### src/rtl/fetch_unit.sv
// Instruction-fetch stage: owns the PC and runs the imem request/ready handshake.
// Holds one fetched word for decode and steps the PC when that word retires.
module fetch_unit #(
    parameter logic [31:0] RESET_PC  = 32'h0000_0000,
    parameter logic [31:0] NOP_INSTR = 32'h0000_0013
) (
    input  logic        clk,
    input  logic        reset,
    output logic        imem_req,
    output logic [31:0] imem_addr,
    input  logic        imem_ready,
    input  logic [31:0] imem_rdata,
    output logic [31:0] instr,
    output logic        instr_valid,
    output logic [31:0] pc,
    output logic [31:0] pc_plus4,
    input  logic        instr_accept,
    input  logic        Branch,
    input  logic        Jump,
    input  logic        Jalr,
    input  logic [31:0] imm_ext,
    input  logic [31:0] alu_result,
    output logic        misalign_err
);

    typedef enum logic [1:0] {
        REQ  = 2'd0,
        HOLD = 2'd1,
        HALT = 2'd2
    } state_t;

    state_t      state;
    state_t      state_next;
    logic        req;
    logic [31:0] target;
    logic        capture;
    logic        take;
    logic        trap;

    assign imem_req  = req;
    assign imem_addr = pc;
    assign pc_plus4  = pc + 32'd4;

    // Next-PC selection; Jalr outranks Branch/Jump, bit 0 of the jalr target is dropped
    always_comb begin
        target = pc_plus4;
        if (Jalr) begin
            target = {alu_result[31:1], 1'b0};
        end else if (Branch || Jump) begin
            target = pc + imm_ext;
        end
    end

    // Next-state and transition strobes for the fetch FSM
    always_comb begin
        state_next = state;
        capture    = 1'b0;
        take       = 1'b0;
        trap       = 1'b0;
        case (state)
            REQ: begin
                if (req && imem_ready) begin
                    state_next = HOLD;
                    capture    = 1'b1;
                end
            end
            HOLD: begin
                if (instr_accept && instr_valid) begin
                    if (target[1:0] == 2'b00) begin
                        state_next = REQ;
                        take       = 1'b1;
                    end else begin
                        state_next = HALT;
                        trap       = 1'b1;
                    end
                end
            end
            HALT: begin
                state_next = HALT;
            end
            default: begin
                state_next = REQ;
            end
        endcase
    end

    // State, PC and held-instruction registers; request is registered off the next state
    always_ff @(posedge clk) begin
        if (reset) begin
            state        <= REQ;
            req          <= 1'b0;
            pc           <= RESET_PC;
            instr        <= NOP_INSTR;
            instr_valid  <= 1'b0;
            misalign_err <= 1'b0;
        end else begin
            state <= state_next;
            req   <= (state_next == REQ);
            if (capture) begin
                instr       <= imem_rdata;
                instr_valid <= 1'b1;
            end
            if (take) begin
                pc          <= target;
                instr       <= NOP_INSTR;
                instr_valid <= 1'b0;
            end
            if (trap) begin
                misalign_err <= 1'b1;
                instr        <= NOP_INSTR;
                instr_valid  <= 1'b0;
            end
        end
    end

endmodule

### config.mk
export PLATFORM = sky130hd
export DESIGN_NAME = fetch_unit
export DESIGN_NICKNAME = d
export VERILOG_FILES = /design/src/rtl/fetch_unit.sv
export SDC_FILE = /design/constraint.sdc
export NUM_CORES = 1
export LEC_CHECK = 0
export CAP_MARGIN = 20
export CORE_ASPECT_RATIO = 0.9
export CORE_MARGIN = 1.5
export CORE_UTILIZATION = 60
export CTS_BUF_LIST = sky130_fd_sc_hd__clkbuf_4 sky130_fd_sc_hd__clkbuf_8
export DETAILED_ROUTE_END_ITERATION = 10
export DONT_BUFFER_PORTS = 1
export HOLD_SLACK_MARGIN = 0.12
export PLACE_DENSITY = 0.78
export SYNTH_ARGS = -nofsm -noshare
export SYNTH_HDL_FRONTEND = slang
export SYNTH_SLANG_ARGS = --single-unit
### constraint.sdc
create_clock -name clk -period 3.2 [get_ports clk]
set_clock_uncertainty 0.05 [all_clocks]
set_input_delay 0.8 -clock clk [delete_from_list [all_inputs] [get_ports clk]]
set_output_delay 0.8 -clock clk [all_outputs]
set_load 0.02 [all_outputs]
**Word level (Yosys, flattened, before mapping)**

Index checks and enable logic that the tools add are counted.

- $add $sub $neg: 2
- $mul: 0
- Div/mod/pow operators: 0
- Magnitude comparators: 0
- Equality and inequality tests: 2
- Shift operators: 0
- Muxes and demuxes: 14
- Bitwise logic cells: 0
- Reduce and logical (&&, ||, !) cells: 7

Operators with widths:

| kind | count |
|---|---|
| $mux W32 | 2 |
| $add A32 B3 Y32 const B | 1 |
| $add A32 B32 Y32 | 1 |
| $mux W1 | 8 |
| $logic_not A2 Y1 | 3 |
| $mux W2 | 3 |
| $pmux W2 S3 | 1 |
| $reduce_or A3 Y1 | 1 |
| $eq A2 B1 Y1 const B | 1 |
| $eq A2 B2 Y1 const B | 1 |
| $logic_and A1 B1 Y1 | 2 |
| $logic_or A1 B1 Y1 | 1 |

- Flip-flop bits (word level): 69
- Bits in latches: 0
- Bits in writable memories: 0
- Memory bits (read-only): 0
- Input port bits: 103
- Output and inout bits: 131
- Word-level logic and storage cells: 31
- Memories kept: 0

**Depth between registers and ports, before layout**

Gate-level depths: netlist (run 1).

- Word-level depth: 8
- Mapped depth: 11
- Gate-level depth less buffers: 10

**Worst setup path after synthesis (run 1)**

Ideal clock, no wire load.

- Path type: in2reg
- From: input imm_ext[0]
- To: register pc[14], in the netlist imem_addr[14]
- Library setup time: 0.071 ns
- Arrival: 3.211 ns
- Required time: 3.079 ns
- Path slack: -0.131 ns
- Stages: 10
- Buffers on the path: 0
- Cells stage by stage: ha_1 > fa_1 > a21o_1 > a311o_1 > a21oi_2 > nor2_2 > or2_1 > and4_4 > or4_1 > a21oi_1

- Longest elaborated chain between the ends: 7

Ends and longest elaborated chain:

| element | RTL line | text |
|---|---|---|
| start: declaration | 21 | `input logic [31:0] imm_ext,` |
| $add A32 B32 Y32 (*) | 50 | `target = pc + imm_ext;` |
| $mux W32 (*) | 49 | `end else if (Branch \|\| Jump) begin` |
| $mux W32 (*) | 47 | `if (Jalr) begin` |
| $logic_not A2 Y1 | 69 | `if (target[1:0] == 2'b00) begin` |
| $mux W1 | 69 |  |
| $mux W1 | 68 | `if (instr_accept && instr_valid) begin` |
| $mux W1 | 60 | `case (state)` |
| end signal: assignment | 104 | `pc <= target;` |
| end: declaration | 15 | `output logic [31:0] pc,` |

Every way passes the cells marked *; elsewhere a longest branch is shown, timed or not.
A chain may end at the register's enable or synchronous reset.

**Worst setup path after layout (run 1)**

- From: register pc[14], in the netlist imem_addr[14]
- To: output pc_plus4[28]

- Longest elaborated chain between the ends: 1

Ends and longest elaborated chain:

| element | RTL line | text |
|---|---|---|
| $add A32 B3 Y32 | 42 | `assign pc_plus4 = pc + 32'd4;` |
| end: declaration | 16 | `output logic [31:0] pc_plus4,` |

Every way passes these cells.

==> metrics.cfg, run 1 <==
[status]
status = finished, final reports clean

[global_routing]
antenna_found_initial = 0
grt_pass1_wl_um = 25800
grt_pass1_vias = 5252
gr-total-overflow = 0
grt_max_degree = 35
grtUsageTotal_pct = 35.0

[routing]
vias_per_cell = 6.34
drc = 0
vias = 5629
firstDrtPassIters = 6
wl_per_cell_um = 19.5
antenna_left = 0
drtIter0Drc = 474
wirelength_um = 17300

[clock_network]
cts_made_buffers = 9
clkLatencyLatePin_ps = 360
cts_tree = built
cts-root-buf = clkbuf_8
path_clk_slew_ps = 80
clk_path_buf_depth = 2
cts.sinks = 69
ctsHtreeMaxLevel = 3

[timing]
relSlewSlack_pct = 29.8
fmax_mhz = 316
worst_pin_slew_ps = 1050
drv_slew = 0
setup_violations = 0
finalCriticalPeriod_ps = 3160
hold_viol = 0
post-route-period-util_pct = 98.9
tns_ps = 0
rsz0062_at_grt = true
setup_ws_ps = 35.4

[logic_synthesis]
yosys.area_share.simple_pct = 24.2
synth_ff_type = dfxtp_1
ys_ff_latch = 69
synth_top_family_by_area = simple AND/OR/NAND/NOR gates
synth_area_per_cell_sq_um = 7.28
synth_warnings = 0
synthDistinctLibCells = 64
syn-num-nets = 870
syn_inst = 734
synthXorXnorAreaFrac_pct = 8.69
muxShareOfSynthArea_pct = 0.960
synth-edff-count = 0
syn_area_sq_um = 5340
ys_seq_area_share_pct = 25.8
synth-adder-area-share_pct = 7.87
async_reset_ff_share_pct = 0
synth_compound_area_share_pct = 24.1

[finish]
final_common_cell = nand2_1
layout_common_cells = nand2_1, buf_4, a21oi_1
antenna_cells = 0
final_nets = 900
area_delta_synth_final_pct = 13.9
nFillCells = 736
drive_gt1_share_pct = 17.7
fin_util_pct = 70.7

[flow_run]
maxCapViolCount = 0

[floorplan]
ios = 234
core_sq_um = 8610
die_h_um = 92.5
rows = 32
initial_core_util_pct = 62.1
die_w_um = 102
dieArea_sq_um = 9480

[power_and_ir_drop]
p_leak_nw = 2.52
p_seq_share_pct = 45.6
peakVddDrop_mv = 0.224
pwr-share-comb_pct = 13.1
intPower_w = 0.00145
power_density_nw_per_um2 = 338
clkPwrFrac_pct = 41.3
power.switching_w = 0.000602
power_switching_share_pct = 29.3

[worst_setup_path]
endpoint_kind = output pin
crit_path_max_fanout = 4
arrival_ps = 2310
cp.required_ps = 2350
path_class = flip-flop to output pin
start_kind = flip-flop

[placed_design]
portBuffers = 0
hpwl_um = 13000
place_congestion = 0.990
place_ws_ps = -145

[min_path]
min_path_type = primary input to flip-flop

==> layer usage <==
| layer | global-route usage [%] | part of all wire [%] | up-vias |
|---|---|---|---|
| met3 | 8.53 | 9.9 | 46 |
| met1 | 43.2 | 40 | 2594 |
| li1 | - | - | 2642 |
| met5 | 0 | 0 | - |
| met2 | 58.4 | 47 | 347 |
| met4 | 13.4 | 3.2 | 0 |
==> repair_timing <==
action	in CTS	in global routing
gates cloned	0	0
buffers inserted	1	0
pin swaps	0	1
gates resized for setup	4	11
setup endpoints to repair	7	9
hold buffers	0	0
==> final timing paths <==
kind / cells after the start / from / slack (ps) / end
worst max-delay path: 8 / imem_addr[14]$_SDFFE_PP0P_ / 40 / pc_plus4[28]
worst min-delay path: 1 / reset / 450 / imem_addr[3]$_SDFFE_PP0P_
worst max register to register: 10 / imem_addr[2]$_SDFFE_PP0P_ / 180 / imem_addr[14]$_SDFFE_PP0P_
worst min register to register: 2 / imem_addr[12]$_SDFFE_PP0P_ / 450 / imem_addr[12]$_SDFFE_PP0P_
==> metrics by stage <==
step           std cells  total power, W  cell area [sq um]  hold slack, ps
4_1_cts              888         0.00206               6030             439
3_3_place_gp         871         0.00121               5780             428
3_5_place_dp         871         0.00122               5780             435
2_1_floorplan        734         0.00116               5360             428
6_report             888         0.00206               6090             447
5_1_grt              888         0.00213               6090             439
==> critical path, cell delays in order (launching register included) <==
cell and delay [ps]:
dfxtp_1 390, buf_4 190, nand4_1 100, nor3_1 160
buf_4 170, nand3_1 190, nor3_2 270, xor2_1 280
buf_4 200
==> layout make-up <==
cell class	count	area, sq um	share of cell area (%)
flip-flops and latches	69	1380	22.7
clock buffers	10	138	2.26
repair buffers	92	691	11.3
clock inverters	6	93.8	1.54
well taps	119	149	2.45
multi-input cells	583	3600	59.1
inverters	9	33.8	0.555
==> flip-flops by register name (all words and copies together) (netlist names) <==
signal / cells
imem_addr: 32
instr: 32
state: 2
imem_req: 1
instr_valid: 1
misalign_err: 1
==> cell usage after synthesis (7+ instances only) <==
library cell	instances	area, sq um
nand2_1	138	518
a21oi_1	87	435
dfxtp_1	69	1380
nor2_1	48	180
xnor2_1	36	315
clkbuf_1	35	131
buf_4	34	255
ha_1	32	400
o21ai_0	30	150
nand3_1	29	145
xor2_1	17	149
a21o_1	15	113
nand4_1	14	87.6
nor3_1	13	65.1
o211ai_1	12	90.1
and3_1	9	56.3
inv_1	9	33.8
a31oi_1	8	50.1
o31ai_1	7	52.6
or3_1	7	43.8
==> logic make-up (layout without fill, tap and decap cells) <==
family / after synthesis / count (layout)
buffers and inverters: 82 / 117
and+or+nand+nor: 287 / 287
AOI/OAI and AO/OA: 205 / 205
xor gates and xnor gates: 53 / 53
muxes: 5 / 5
DFF: 69 / 69
adders and majority gates: 33 / 33
==> power by group through the flow <==
| stage | logic, W | registers, W | clock network, W |
|---|---|---|---|
| 5_1_grt | 0.000298 | 0.000942 | 0.000893 |
| 4_1_cts | 0.000266 | 0.000937 | 0.000855 |
| 3_5_place_dp | 0.000263 | 0.000958 | 0 |
| 2_1_floorplan | 0.000203 | 0.000957 | 0 |
| 6_report | 0.000270 | 0.000937 | 0.000849 |
| 3_3_place_gp | 0.000254 | 0.000957 | 0 |
Note: power is estimated with default switching activity, not from simulation.
==> run 2, diff against run 1 <==
GPL_ROUTABILITY_DRIVEN = 0   (was not set)
SETUP_SLACK_MARGIN = 0.4   (was not set)
==> run 2 against run 1 <==
Against the previous run:
- combinational power up 5%
- critical path depth is 1 lower
- worst setup slack gained 170 ps
- clock power down 22%
- fmax is 5.6% higher
- routed wire length rose by 12%
- final area increased by 8.7%
- worst hold slack gained 3.1 ps
- power fell by 8.7%
- non-clock buffer count up 23
- critical endpoint is now pc_plus4[29]
- largest cell class unchanged
==> metrics.cfg, run 2 (synthesis results as in run 1) <==
[min_path]
worstHoldEndpoint = imem_addr[3]$_SDFFE_PP0P_
hold_start = reset
holdPathStages = 1
min_path_type = primary input to flip-flop

[global_routing]
grt_most_used_layer = met2
grtUsageTotal_pct = 37.8
gr-total-overflow = 0
antenna_found_initial = 0
use_met3_pct = 14.3
grt_use_met1_pct = 43.7
grt_max_degree = 35
grt_pass1_vias = 5650
grt_pass1_wl_um = 27800
use_met2_pct = 61.0

[finish]
final_common_cell = nand2_1
drive_gt1_share_pct = 26.9
layout_common_cells = nand2_1, buf_4, a21oi_1
area_delta_synth_final_pct = 23.7
final_nets = 923
final_cell_area_sq_um = 6610
antenna_cells = 0

[placed_design]
post_dp_cell_area_sq_um = 5680
hpwl_um = 13200
portBuffers = 0

[clock_network]
cts-root-buf = clkbuf_8
cts_tree = built
clk_path_buf_depth = 2
cts_made_buffers = 9
path_clk_slew_ps = 100
clkLatencyLatePin_ps = 360
cts_hold_buf = 0
ctsHtreeMaxLevel = 3
cts.sinks = 69

[routing]
wirelength_um = 19400
drtIter0Drc = 480
drc = 0
vias = 6006
firstDrtPassIters = 8
wl_per_cell_um = 21.3
antenna_left = 0
vias_per_cell = 6.59

[worst_setup_path]
worstRegToRegCells = 11
crit_path_max_fanout = 5
endpoint_kind = output pin
path_class = flip-flop to output pin
reg2reg_from = imem_addr[4]$_SDFFE_PP0P_
cp.required_ps = 2350
r2r_setup_slack_ps = 320
r2r_end = imem_addr[30]$_SDFFE_PP0P_
start_kind = flip-flop
arrival_ps = 2150

[timing]
post-route-period-util_pct = 93.6
hold_viol = 0
rsz0062_at_grt = true
drv_slew = 0
fmax_mhz = 334
setup_violations = 0
worst_pin_slew_ps = 800
holdWs_ps = 450
finalCriticalPeriod_ps = 3000
relSlewSlack_pct = 46.5

[floorplan]
core_sq_um = 8610
initial_core_util_pct = 62.1
dieArea_sq_um = 9480
rows = 32
die_w_um = 102
ios = 234
die_h_um = 92.5

[power_and_ir_drop]
p_leak_nw = 2.77
peakVddDrop_mv = 0.207
power_density_nw_per_um2 = 284

[flow_run]
maxCapViolCount = 0

[status]
status = finished, final reports clean

==> run 2: cell count changes in the layout (fill, tap and decap cells not counted), moves of 5 or more <==
cell	previous run	this run
o21ai_0	30	25
dfxtp_1	67	57
dfxtp_2	2	8
xnor2_1	36	30
buf_4	92	101
nor2_1	47	40
buf_6	0	12
==> run 2: worst max-delay path by stage <==
| stage | from | end | slack, ps | depth (start not counted) |
|---|---|---|---|---|
| floorplan | imm_ext[0] | imem_addr[14]$_SDFFE_PP0P_ | 120 | 10 |
| global placement | imm_ext[0] | imem_addr[30]$_SDFFE_PP0P_ | -20 | 10 |
| detailed placement | imm_ext[0] | imem_addr[14]$_SDFFE_PP0P_ | -40 | 10 |
| CTS | imem_addr[6]$_SDFFE_PP0P_ | pc_plus4[23] | 320 | 6 |
| global route | imem_addr[25]$_SDFFE_PP0P_ | pc_plus4[30] | 100 | 7 |
| finish | imem_addr[19]$_SDFFE_PP0P_ | pc_plus4[29] | 200 | 7 |
==> run 2: per-stage QoR <==
step | cells | util, % | setup TNS [ps] | power (W) | setup slack, ps
after CTS | 896 | 72.5 | 0 | 0.00185 | 318
after floorplan | 734 | - | 0 | 0.00116 | 118
final | 911 | 76.8 | 0 | 0.00188 | 203
after global routing | 911 | 76.8 | 0 | 0.00195 | 102
after global placement | 849 | 65.9 | -35.1 | 0.00120 | -20.9
after detailed placement | 849 | 65.9 | -62.3 | 0.00121 | -37.0
==> run 2: worst max-delay path, stage by stage (launching register included) <==
cell and delay [ps]:
dfxtp_1 400, nand4_1 240, nor3_4 270, nand4_1 160, buf_6 170, nor3_4 150
xor2_2 210, buf_4 180
==> run 2: area by class of cell <==
type,instances,area (sq um)
clock buffers,9,124
repair buffers,115,923
fillers,626,2000
inverters,9,33.8
flip-flops and latches,69,1410
well taps,119,149
multi-input cells,583,3930
clock inverters,7,50.0
==> run 2: repair_timing <==
action / CTS / global route
cloned: 0 / 0
endpoints found under the hold margin: 0 / 0
endpoints found under the setup margin: 23 / 31
pin swaps: 14 / 23
buffers inserted: 31 / 13
resized for setup: 44 / 54
==> run 2: power breakdown <==
group	total (W)	switching, W	internal [W]	leakage, nW
logic	0.000284	0.000180	0.000104	2.12
clock network	0.000659	0.000377	0.000282	0.0816
registers	0.000935	0.0000514	0.000884	0.567
==> run 2: per-layer routing <==
layer,up-vias,wire [um]
met3,108,2270
met1,2791,7030
li1,2691,-
met5,-,0
met4,0,972
met2,416,9110
